[src/rtl/vedic_mul_pkg.sv]
// Shared types and sizes for the byte-serial vedic multiplier sequencer.
package vedic_mul_pkg;

    // Operand, product and stream geometry
    localparam int unsigned OP_W   = 16;
    localparam int unsigned PROD_W = 32;
    localparam int unsigned NBYTES = 4;

    // Sequencer states; code 2'b11 is unused and recovers to ST_LOAD
    typedef enum logic [1:0] {
        ST_LOAD   = 2'b00,
        ST_WAIT   = 2'b01,
        ST_UNLOAD = 2'b10
    } state_t;

    // Index of the byte being loaded or unloaded
    typedef logic [1:0] byte_idx_t;

    // Index of the final byte of a four-byte burst
    localparam byte_idx_t LAST_BYTE = byte_idx_t'(NBYTES - 1);

endpackage

[src/rtl/vedic16.sv]
// Combinational 16x16 unsigned multiplier built from the Vedic
// "vertically and crosswise" decomposition: each NxN product is formed
// from four N/2 x N/2 sub-products, bottoming out in a 2x2 gate-level cell.
module vedic16
    import vedic_mul_pkg::*;
(
    input  logic [OP_W-1:0]   a,
    input  logic [OP_W-1:0]   b,
    output logic [PROD_W-1:0] r
);

    // 2x2 cell: partial products combined with two half adders
    function automatic logic [3:0] vedic2(input logic [1:0] x, input logic [1:0] y);
        logic t_lh;
        logic t_hl;
        logic t_hh;
        logic c1;
        t_lh = x[0] & y[1];
        t_hl = x[1] & y[0];
        t_hh = x[1] & y[1];
        c1   = t_lh & t_hl;
        return {t_hh & c1, t_hh ^ c1, t_lh ^ t_hl, x[0] & y[0]};
    endfunction

    // 4x4 from four 2x2 cells; crosswise terms are shifted by half width
    function automatic logic [7:0] vedic4(input logic [3:0] x, input logic [3:0] y);
        logic [3:0] p_ll;
        logic [3:0] p_hl;
        logic [3:0] p_lh;
        logic [3:0] p_hh;
        p_ll = vedic2(x[1:0], y[1:0]);
        p_hl = vedic2(x[3:2], y[1:0]);
        p_lh = vedic2(x[1:0], y[3:2]);
        p_hh = vedic2(x[3:2], y[3:2]);
        return {4'b0, p_ll}
             + {2'b0, p_hl, 2'b0}
             + {2'b0, p_lh, 2'b0}
             + {p_hh, 4'b0};
    endfunction

    // 8x8 from four 4x4 blocks
    function automatic logic [15:0] vedic8(input logic [7:0] x, input logic [7:0] y);
        logic [7:0] p_ll;
        logic [7:0] p_hl;
        logic [7:0] p_lh;
        logic [7:0] p_hh;
        p_ll = vedic4(x[3:0], y[3:0]);
        p_hl = vedic4(x[7:4], y[3:0]);
        p_lh = vedic4(x[3:0], y[7:4]);
        p_hh = vedic4(x[7:4], y[7:4]);
        return {8'b0, p_ll}
             + {4'b0, p_hl, 4'b0}
             + {4'b0, p_lh, 4'b0}
             + {p_hh, 8'b0};
    endfunction

    logic [15:0] w_p_ll;
    logic [15:0] w_p_hl;
    logic [15:0] w_p_lh;
    logic [15:0] w_p_hh;

    // Top level: four 8x8 blocks summed into the full 32-bit product
    always_comb begin
        w_p_ll = vedic8(a[7:0],  b[7:0]);
        w_p_hl = vedic8(a[15:8], b[7:0]);
        w_p_lh = vedic8(a[7:0],  b[15:8]);
        w_p_hh = vedic8(a[15:8], b[15:8]);
        r      = {16'b0, w_p_ll}
               + {8'b0, w_p_hl, 8'b0}
               + {8'b0, w_p_lh, 8'b0}
               + {w_p_hh, 16'b0};
    end

endmodule

[src/rtl/vedic_mul_seq.sv]
// Byte-serial wrapper around vedic16: loads two 16-bit operands as four
// bytes (a low, a high, b low, b high), waits MUL_LAT cycles for the
// multiplier to settle, then streams the 32-bit product out LSB first.
// Load and unload never overlap, so a single byte counter serves both.
module vedic_mul_seq
    import vedic_mul_pkg::*;
#(
    // Cycles from the final operand accept to product capture, 1..15
    parameter int unsigned MUL_LAT = 1,
    // Stream byte width; only 8 is supported
    parameter int unsigned BYTE_W  = 8
) (
    input  logic              clk,
    input  logic              rst,
    input  logic              clear,
    input  logic [BYTE_W-1:0] in_data,
    input  logic              in_valid,
    output logic              in_ready,
    output logic [BYTE_W-1:0] out_data,
    output logic              out_valid,
    input  logic              out_ready,
    output logic              busy
);

    // wait_cnt value on which the product is captured
    localparam logic [3:0] WAIT_LAST = 4'(MUL_LAT - 1);

    state_t            r_state;
    state_t            w_state_nxt;
    byte_idx_t         r_byte_cnt;
    logic [3:0]        r_wait_cnt;
    logic [OP_W-1:0]   r_a_q;
    logic [OP_W-1:0]   r_b_q;
    logic [PROD_W-1:0] r_prod_q;
    logic [PROD_W-1:0] w_prod;

    logic              w_in_ready;
    logic              w_out_valid;
    logic              w_in_fire;
    logic              w_out_fire;
    logic              w_last_byte;
    logic              w_last_wait;
    logic [BYTE_W-1:0] w_out_byte;

    // Multiplier sees only the held operand registers, stable through capture
    vedic16 u_mul (
        .a (r_a_q),
        .b (r_b_q),
        .r (w_prod)
    );

    // Handshake and counter terminal conditions
    always_comb begin
        w_in_fire   = in_valid & w_in_ready;
        w_out_fire  = w_out_valid & out_ready;
        w_last_byte = (r_byte_cnt == LAST_BYTE);
        w_last_wait = (r_wait_cnt == WAIT_LAST);
    end

    // State register: rst and clear both return to ST_LOAD
    always_ff @(posedge clk) begin
        // NOTE: registers use non-blocking assignment so every flop samples pre-edge values.
        if (rst || clear) begin
            r_state <= ST_LOAD;
        end else begin
            r_state <= w_state_nxt;
        end
    end

    // Next-state logic
    always_comb begin
        // NOTE: default assignment first so no branch leaves the signal unassigned and infers a latch.
        w_state_nxt = r_state;
        unique case (r_state)
            ST_LOAD: begin
                if (w_in_fire && w_last_byte) begin
                    w_state_nxt = ST_WAIT;
                end
            end
            ST_WAIT: begin
                if (w_last_wait) begin
                    w_state_nxt = ST_UNLOAD;
                end
            end
            ST_UNLOAD: begin
                if (w_out_fire && w_last_byte) begin
                    w_state_nxt = ST_LOAD;
                end
            end
            default: begin
                w_state_nxt = ST_LOAD;
            end
        endcase
    end

    // Output decode from registered state only
    always_comb begin
        w_in_ready  = (r_state == ST_LOAD);
        w_out_valid = (r_state == ST_UNLOAD);
        unique case (r_byte_cnt)
            2'd0:    w_out_byte = r_prod_q[1*BYTE_W-1:0*BYTE_W];
            2'd1:    w_out_byte = r_prod_q[2*BYTE_W-1:1*BYTE_W];
            2'd2:    w_out_byte = r_prod_q[3*BYTE_W-1:2*BYTE_W];
            default: w_out_byte = r_prod_q[4*BYTE_W-1:3*BYTE_W];
        endcase
        in_ready  = w_in_ready;
        out_valid = w_out_valid;
        out_data  = w_out_valid ? w_out_byte : '0;
        busy      = (r_state != ST_LOAD) || (r_byte_cnt != '0);
    end

    // Datapath: operand assembly, settle counter, product capture, byte index.
    // clear drops the transaction but keeps the operand registers.
    always_ff @(posedge clk) begin
        if (rst) begin
            r_byte_cnt <= '0;
            r_wait_cnt <= '0;
            r_a_q      <= '0;
            r_b_q      <= '0;
            r_prod_q   <= '0;
        end else if (clear) begin
            r_byte_cnt <= '0;
            r_wait_cnt <= '0;
            r_prod_q   <= '0;
        end else begin
            unique case (r_state)
                ST_LOAD: begin
                    r_wait_cnt <= '0;
                    if (w_in_fire) begin
                        unique case (r_byte_cnt)
                            2'd0:    r_a_q[BYTE_W-1:0]        <= in_data;
                            2'd1:    r_a_q[2*BYTE_W-1:BYTE_W] <= in_data;
                            2'd2:    r_b_q[BYTE_W-1:0]        <= in_data;
                            default: r_b_q[2*BYTE_W-1:BYTE_W] <= in_data;
                        endcase
                        r_byte_cnt <= w_last_byte ? '0 : r_byte_cnt + 2'd1;
                    end
                end
                ST_WAIT: begin
                    r_wait_cnt <= r_wait_cnt + 4'd1;
                    if (w_last_wait) begin
                        r_prod_q <= w_prod;
                    end
                end
                ST_UNLOAD: begin
                    if (w_out_fire) begin
                        r_byte_cnt <= w_last_byte ? '0 : r_byte_cnt + 2'd1;
                    end
                end
                default: begin
                    r_byte_cnt <= '0;
                    r_wait_cnt <= '0;
                end
            endcase
        end
    end

endmodule

[config.mk]
export PLATFORM = sky130hd
export DESIGN_NAME = vedic_mul_seq
export DESIGN_NICKNAME = d
export VERILOG_FILES = /design/src/rtl/vedic_mul_pkg.sv /design/src/rtl/vedic16.sv /design/src/rtl/vedic_mul_seq.sv
export SDC_FILE = /design/constraint.sdc
export NUM_CORES = 1
export LEC_CHECK = 0
export BUFFER_PORTS_ARGS = -buffer_cell sky130_fd_sc_hd__buf_2
export CAP_MARGIN = 20
export CORE_ASPECT_RATIO = 0.9
export CORE_UTILIZATION = 30
export CTS_CLUSTER_SIZE = 16
export DETAILED_ROUTE_END_ITERATION = 10
export MAX_ROUTING_LAYER = met4
export PLACE_DENSITY_LB_ADDON = 0.25
export RECOVER_POWER = 50
export SYNTH_ARGS = -nofsm -noshare
export SYNTH_HDL_FRONTEND = slang
export SYNTH_HIERARCHICAL = 1
export SYNTH_SLANG_ARGS = --single-unit
[constraint.sdc]
create_clock -name clk -period 8.3 [get_ports clk]
set_clock_uncertainty 0.15 [all_clocks]
set_input_delay 0.83 -clock clk [delete_from_list [all_inputs] [get_ports clk]]
set_output_delay 0.83 -clock clk [all_outputs]
set_load 0.02 [all_outputs]
# Yosys cells after proc, flatten, opt, wreduce, memory -nomap -nowiden
# Index checks and enable logic that the tools add are counted.
# word_totals
ramBits	0
wordCells	629
out_inout_bits	11
mem_count	0
rom_bits	0
inputBits	13
regBits	72
latch_bits	0
# classes
eq_ne	10
n_reduce_logical	18
magnitude_cmp	0
add_sub_neg	65
n_div	0
n_mul	0
bitwise	517
shifts	0
mux	11
# op_table
cell	count
AND 1 bit	386
adder 8 x 6 -> 8 bit	16
adder 8 bit	16
XOR 1 bit	128
adder 4 x 6 -> 7 bit	16
adder 16 x 12 -> 16 bit	4
adder 16 bit	4
adder 8 x 12 -> 13 bit	4
adder 32 x 24 -> 32 bit	1
adder 32 bit	1
adder 16 x 24 -> 25 bit	1
case mux 8 bit (3 select lines)	1
AND reduction 4 bit	4
2-to-1 mux 2 bit	6
case mux 2 bit (3 select lines)	2
2-to-1 mux 8 bit	1
inequality test 2 x 1 -> 1 bit, second input constant	4
case mux 4 bit (2 select lines)	1
== test 2 bit, second input constant	3
AND reduction 3 bit	2
adder 4 x 1 -> 4 bit, second input constant	1
== test 2 x 1 -> 1 bit, second input constant	2
logical NOT 2 bit	2
logical NOT 4 bit	1
other kinds (9)	14

# Logic depth before layout (Yosys ltp)
# Gate-level depths: netlist (run 1).
# depth
depth_word	12
ltp_mapped	37

# By module
# Netlist (run 1), hierarchy kept.
# by_module_without_submodules
mod	cells_per_inst	n_inst	area_each_um2
vedic16	1358	1	10994.3
vedic_mul_seq	347	1	3150.5

# Worst setup path after synthesis (run 1)
# Ideal clock, no wire load.
# synth_timing
kind	register to register
from	register r_a_q[0]
to	register r_prod_q[28]
arrival_ns	7.167
stages_incl_launch_ff	36
setup_time_ns	0.071
n_path_buf	2
slack_ns	0.912
period_less_slack_ns	7.388
cell_sequence	dfxtp_1 > clkbuf_1 > and2_1 > ha_1 > ha_1 > inv_1 > fa_1 > inv_1 > ha_1 > inv_1 > fa_1 > xor2_1 > fa_1 > inv_1 > ha_1 > fa_1 > a21o_1 > a21oi_1 > nor2b_1 > o21a_1 > o41ai_1 > nor2_1 > xnor2_1 > fa_1 > inv_1 > ha_1 > buf_6 > a211o_1 > o211ai_1 > a21oi_1 > o311ai_2 > a211oi_2 > mux2_1 > xnor2_1 > nand3_1 > a21oi_1
# synth_via
elab_chain_cells	12
# synth_lines
element	line_no	text
start, declared	vedic_mul_seq.sv:32	logic [OP_W-1:0] r_a_q;
start signal, assigned by index	vedic_mul_seq.sv:131	2'd0: r_a_q[BYTE_W-1:0] <= in_data;
start signal, assigned by index	vedic_mul_seq.sv:132	2'd1: r_a_q[2*BYTE_W-1:BYTE_W] <= in_data;
AND 1 bit	vedic16.sv:18	t_lh = x[0] & y[1];
AND 1 bit	vedic16.sv:21	c1 = t_lh & t_hl;
XOR 1 bit or AND 1 bit (tied branches)	vedic16.sv:22	return {t_hh & c1, t_hh ^ c1, t_lh ^ t_hl, x[0] & y[0]};
adder 4 x 6 -> 7 bit	vedic16.sv:36	+ {2'b0, p_hl, 2'b0}
adder 8 x 6 -> 8 bit	vedic16.sv:37	+ {2'b0, p_lh, 2'b0}
adder 8 bit	vedic16.sv:38	+ {p_hh, 4'b0};
adder 8 x 12 -> 13 bit	vedic16.sv:52	+ {4'b0, p_hl, 4'b0}
adder 16 x 12 -> 16 bit	vedic16.sv:53	+ {4'b0, p_lh, 4'b0}
adder 16 bit	vedic16.sv:54	+ {p_hh, 8'b0};
adder 16 x 24 -> 25 bit	vedic16.sv:69	+ {8'b0, w_p_hl, 8'b0}
adder 32 x 24 -> 32 bit (*)	vedic16.sv:70	+ {8'b0, w_p_lh, 8'b0}
adder 32 bit (*)	vedic16.sv:71	+ {w_p_hh, 16'b0};
net w_prod[28]	vedic_mul_seq.sv:35	logic [PROD_W-1:0] w_prod;
end signal, assigned	vedic_mul_seq.sv:142	r_prod_q <= w_prod;
end, declared	vedic_mul_seq.sv:34	logic [PROD_W-1:0] r_prod_q;
# The timed path passes the listed nets; every way through them passes the cells marked *.
# A chain may end at the register's enable or synchronous reset.

# Worst setup path in the final report (run 1)
# Same ends and word-level chain as after synthesis.

==> results.cfg, run 1 <==
[synth]
synth_top_area_share_pct = 21.8
synth_fa_ha_area_share_pct = 40.6
syn_avg_cell_area_sq_um = 8.30
synth-edff-count = 0
synth-seq-area-share_pct = 10.2
synthSimpleGateAreaFrac_pct = 17.8
synth_area_leaders = ha_1, fa_1, dfxtp_1, and2_1, inv_1
synth_area_leader_cell = ha_1
syn_inst = 1705
synthesis.area_sq_um = 14100
syn_nets = 2097
synth-xor-area-share_pct = 6.50
synthMuxAreaShare_pct = 2.34
synthArstFlopShare_pct = 0
synthDistinctLibCells = 54
yosys_warnings = 6
synth_compound_area_share_pct = 11.4
synth_ff_type = dfxtp_1
ys_ff_latch = 72
synth_top_family_by_area = adder cells

[worst_setup_path]
cp_num_cells = 33
crit_slowest_cell = fa_1
worstPathArrival_ps = 7930
worst-path-buf-inv = 5
cp_top_family = adder cells
start_kind = flip-flop
end_kind = flip-flop
path_max_fanout = 8
critPathMaxStageDelay_ps = 550
path_class = flip-flop to flip-flop
ff2ff_path_depth = 33
cp.required_ps = 8420

[power]
cellPowerDensity_nw_per_um2 = 54.1
leakage_nw = 8.46
ir_worst_vdd_v = 0.0000997
p_total_uw = 833

[cts]
postCtsSetupBuffers = 0
path_clk_slew_ps = 60
clockRootBuffer = clkbuf_16
cts_buffers = 9
hold_buffers = 0
clockBufferDepth = 2
cts_resized = 0
clkSinkCount = 72
cts_tree = done
htreeDepth = 3
insertion_delay_ps = 340

[layout]
layout.nets = 2102
area_delta_synth_final_pct = 8.78
layout_commonest_cell = inv_1
layout-drive-gt1-share_pct = 5.25
utilization_pct = 33.1
n_fill_cell = 4981
layout_common_cells = inv_1, ha_1, and2_1

[detailed_routing]
drtIter0Drc = 592
wl_per_cell_microns = 15.8
dr.pass1.iters = 6
vias = 10888
routed_via_density = 4.66
routed_wl_microns = 36800
drc = 0
antenna_left = 0

[sta]
fmax_mhz = 128
finalMaxSlewViolations = 0
slew_headroom_pct = 1.52
fin_crit_sh_pct = 94.1
setup_viol = 0
min_period_ps = 7810
worstMarginPinSlew_ps = 1480
fin_hold_ws_ps = 324
rsz0062_at_grt = false
timing.final.hold_violations = 0
tns_ps = 0

[global_routing]
grt_overflow = 0
grt_util_all_layers_pct = 16.4
grt_max_degree = 43
grt_pass1_wl_microns = 60400
antenna_found_initial = 2
grt_pass1_vias = 11246

[place]
hpwlAfterDp_microns = 29500
io_buffers = 23
gp_congestion = 0.853

[die]
row_count = 75
die_w_microns = 231
initial_core_util_pct = 30.4
num_io_pins = 24
die_area_sq_um = 48000
die_h_microns = 208
core-area_sq_um = 46500

[hold_path]
hold_depth = 2
hold_class = flip-flop to flip-flop

[job]
cap_violations = 0

[run_status]
status = finished, final reports clean
==> report_power, final <==
part	internal (mW)	switching, mW
clock	0.280	0.152
combinational	0.0146	0.0314
sequential	0.349	0.00579
==> cells in the mapped netlist, types with 32 or more instances <==
cell,instances
xnor2_1,57
mux2i_1,32
nand3_1,40
a21oi_1,108
nand2b_1,49
nand2_1,67
dfxtp_1,72
fa_1,133
nor2_1,33
xor2_1,48
and2_1,215
a21o_1,45
clkbuf_1,53
ha_1,246
inv_1,351
o21ai_0,59
==> worst paths after layout <==
path | from | end | slack (ps)
min reg2reg | r_prod_q[26]$_SDFFE_PP0P_ | r_prod_q[26]$_SDFFE_PP0P_ | 320
max reg2reg | r_a_q[0]$_SDFFE_PP0P_ | r_prod_q[28]$_SDFFE_PP0P_ | 490
min | r_prod_q[26]$_SDFFE_PP0P_ | r_prod_q[26]$_SDFFE_PP0P_ | 320
max | r_a_q[0]$_SDFFE_PP0P_ | r_prod_q[28]$_SDFFE_PP0P_ | 490
==> metrics by stage <==
step	worst slack [ps]	instances	area [sq um]
2_1_floorplan	912	1705	14100
3_3_place_gp	550	2314	15000
3_5_place_dp	355	2314	15000
4_1_cts	326	2330	15400
5_1_grt	20.6	2331	15400
6_report	489	2334	15400
==> layer usage <==
metal,global-route usage [%],vias to the layer above,wire length (microns),share of wire (%)
met2,26.0,149,16700,45
met3,0.987,27,933,2.5
met4,3.61,0,586,1.6
met1,22.8,5279,18600,50
met5,-,-,0,0
li1,-,5433,-,-
==> worst register-to-register path: cells and delay by family, from the launching register on <==
kind | cells | cell delay, ps
flops | 1 | 490
buf+inv | 5 | 270
compound gates | 10 | 2040
mux | 1 | 340
fa+ha+maj | 10 | 3430
xor+xnor | 3 | 550
simple gates | 4 | 470
==> logic make-up after synthesis <==
family	Yosys count
buffers and inverters	413
XOR/XNOR	105
AND/OR/NAND/NOR	443
flip-flops	72
adder cells (fa/ha/maj)	379
AO/OA/AOI/OAI	260
multiplexers	33
==> cell type report <==
cell class | count | area [sq um] | area share [%]
Timing Repair Buffer | 56 | 364 | 2.37
Sequential cell | 72 | 1440 | 9.38
Multi-Input combinational cell | 1220 | 11200 | 72.5
Inverter | 351 | 1320 | 8.56
Clock inverter | 4 | 76.3 | 0.496
Clock buffer | 12 | 256 | 1.67
Tap cell | 616 | 771 | 5.01
Antenna cell | 3 | 7.51 | 0.0488
==> registers in the layout, summed over array words and instances, names as in the netlist <==
signal and flops:
r_wait_cnt 4, r_state 2, r_b_q 16, r_byte_cnt 2, r_a_q 16, r_prod_q 32
Note: power is estimated with default switching activity, not from simulation.
==> run 2, diff against run 1 <==
- CORE_MARGIN: default -> 3
==> run 2 against run 1 <==
First-iteration DRC count increased by 5.2%. Worst hold slack got worse by 1.4 ps. Design area decreased by 0.25%. Non-clock buffer count increased by 1. Routed wire length decreased by 1.1%. Via count decreased by 0.67%. Die area increased by 3.7%. Largest power group unchanged. Highest routed layer unchanged.
==> results.cfg, run 2 (synthesis results as in run 1) <==
[cts]
htreeDepth = 3
insertion_delay_ps = 330
cts_tree = done
cts_buffers = 9
clockRootBuffer = clkbuf_16
hold_buffers = 0
clockBufferDepth = 2
path_clk_slew_ps = 60
clkSinkCount = 72

[global_routing]
antenna_found_initial = 0
grt_pass1_vias = 11016
grt_max_degree = 43
grt_util_all_layers_pct = 15.3
grt_pass1_wl_microns = 59700
grt_overflow = 0

[power]
leakage_nw = 8.45
p_total_uw = 792
ir_worst_vdd_v = 0.0000673
cellPowerDensity_nw_per_um2 = 51.6

[sta]
setup_viol = 0
rsz0062_at_grt = false
timing.final.hold_violations = 0
fin_crit_sh_pct = 92.8
min_period_ps = 7700
slew_headroom_pct = 1.77
finalMaxSlewViolations = 0
fmax_mhz = 130
worstMarginPinSlew_ps = 1470
tns_ps = 0

[detailed_routing]
vias = 10815
routed-wl-met3_microns = 1160
drc = 0
wl_per_cell_microns = 15.6
antenna_left = 0
drtIter0Drc = 623
dr_wl_met2_microns = 16200
routed.top_layer = met4
routed_wl_microns = 36400
m1WireLength_microns = 18400
dr.pass1.iters = 5
routed_via_density = 4.65

[job]
cap_violations = 0

[place]
hpwlAfterDp_microns = 29500
gp_congestion = 0.849
placed_area_sq_um = 15000
place_inst = 2307
io_buffers = 23

[die]
die_area_sq_um = 49800
die_w_microns = 235
initial_core_util_pct = 30.7
die_h_microns = 212
row_count = 74
num_io_pins = 24
core-area_sq_um = 46000

[layout]
instances_no_fill = 2326
top_register = r_prod_q
multi_input_area_sq_um = 11100
layout-drive-gt1-share_pct = 5.07
regArea_sq_um = 1440
layout.nets = 2103
area_delta_synth_final_pct = 8.51
fin_area_sq_um = 15300
layout_common_cells = inv_1, ha_1, and2_1
largest_register_ffs = 32
n_fill_cell = 4840
top_regs = r_prod_q: 32 flops, r_a_q: 16 flops, r_b_q: 16 flops
layout_commonest_cell = inv_1

[worst_setup_path]
reg2reg_to = r_prod_q[28]$_SDFFE_PP0P_
worst-path-buf-inv = 5
rrSetupSlack_ps = 600
critPathMaxStageDelay_ps = 550
cp.required_ps = 8410
ff2ff_path_depth = 33
start_kind = flip-flop
path_max_fanout = 9
cp_top_family = adder cells
worstPathArrival_ps = 7810
path_class = flip-flop to flip-flop
reg2reg_from = r_a_q[1]$_SDFFE_PP0P_
crit_slowest_cell = fa_1
end_kind = flip-flop

[run_status]
status = finished, final reports clean

[hold_path]
hold_class = flip-flop to flip-flop
hold_depth = 2
hp-start = r_prod_q[26]$_SDFFE_PP0P_
min_to = r_prod_q[26]$_SDFFE_PP0P_
## run 2: cell types whose count changed in the layout (fill, tap and decap cells not counted), sizes merged
cell	change
bufinv	-1
clkinv	+2
diode	-1
## run 2: repair_timing
item / in CTS / in global routing
buffers inserted: 0 / 0
gates resized for setup: 0 / 4
endpoints found under the setup margin: 0 / 5
endpoints found under the hold margin: 0 / 0
## run 2: stage by stage
step	hold WS (ps)	util (%)	setup slack (ps)
floorplan	301	-	912
global placement	314	32.7	378
detailed placement	317	32.7	297
CTS	325	33.3	261
global route	335	33.3	42.7
finish	323	33.4	597
## run 2: how the worst max path moves through the flow
stage                                startpoint                         to  slack [ps]  cells after the start
after floorplan           r_a_q[0]$_SDFFE_PP0P_  r_prod_q[28]$_SDFFE_PP0P_         910                     35
after global placement    r_b_q[1]$_SDFFE_PP0P_  r_prod_q[28]$_SDFFE_PP0P_         380                     32
after detailed placement  r_a_q[1]$_SDFFE_PP0P_  r_prod_q[28]$_SDFFE_PP0P_         300                     33
after CTS                 r_a_q[1]$_SDFFE_PP0P_  r_prod_q[28]$_SDFFE_PP0P_         260                     33
after global routing      r_b_q[1]$_SDFFE_PP0P_  r_prod_q[28]$_SDFFE_PP0P_          40                     32
final                     r_a_q[1]$_SDFFE_PP0P_  r_prod_q[28]$_SDFFE_PP0P_         600                     33
## run 2: power breakdown
part	switching [mW]	internal [mW]	total [mW]	leakage, nW
clock network	0.153	0.241	0.393	0.146
registers	0.00539	0.349	0.354	0.581
logic	0.0303	0.0145	0.0448	7.73
total	0.189	0.604	0.792	8.45
## run 2: metal layers
layer | track usage (%) | vias up
met2 | 24.4 | 147
met1 | 21.2 | 5196
met4 | 3.23 | 0
met5 | - | -
li1 | - | 5433
met3 | 1.48 | 39
## run 2: cell type report
type	instances	share of cell area (%)
timing repair buffer	57	2.44
multi-input combinational	1220	72.6
sequential	72	9.40
inverter	351	8.58
clock buffer	11	1.58
tap	608	4.96
antenna	2	0.0326
clock inverter	5	0.367
## run 2: worst min-delay path: stages, from the launching register on
cell,delay [ps]
dfxtp_1,300
o21ai_0,60
a21oi_1,60
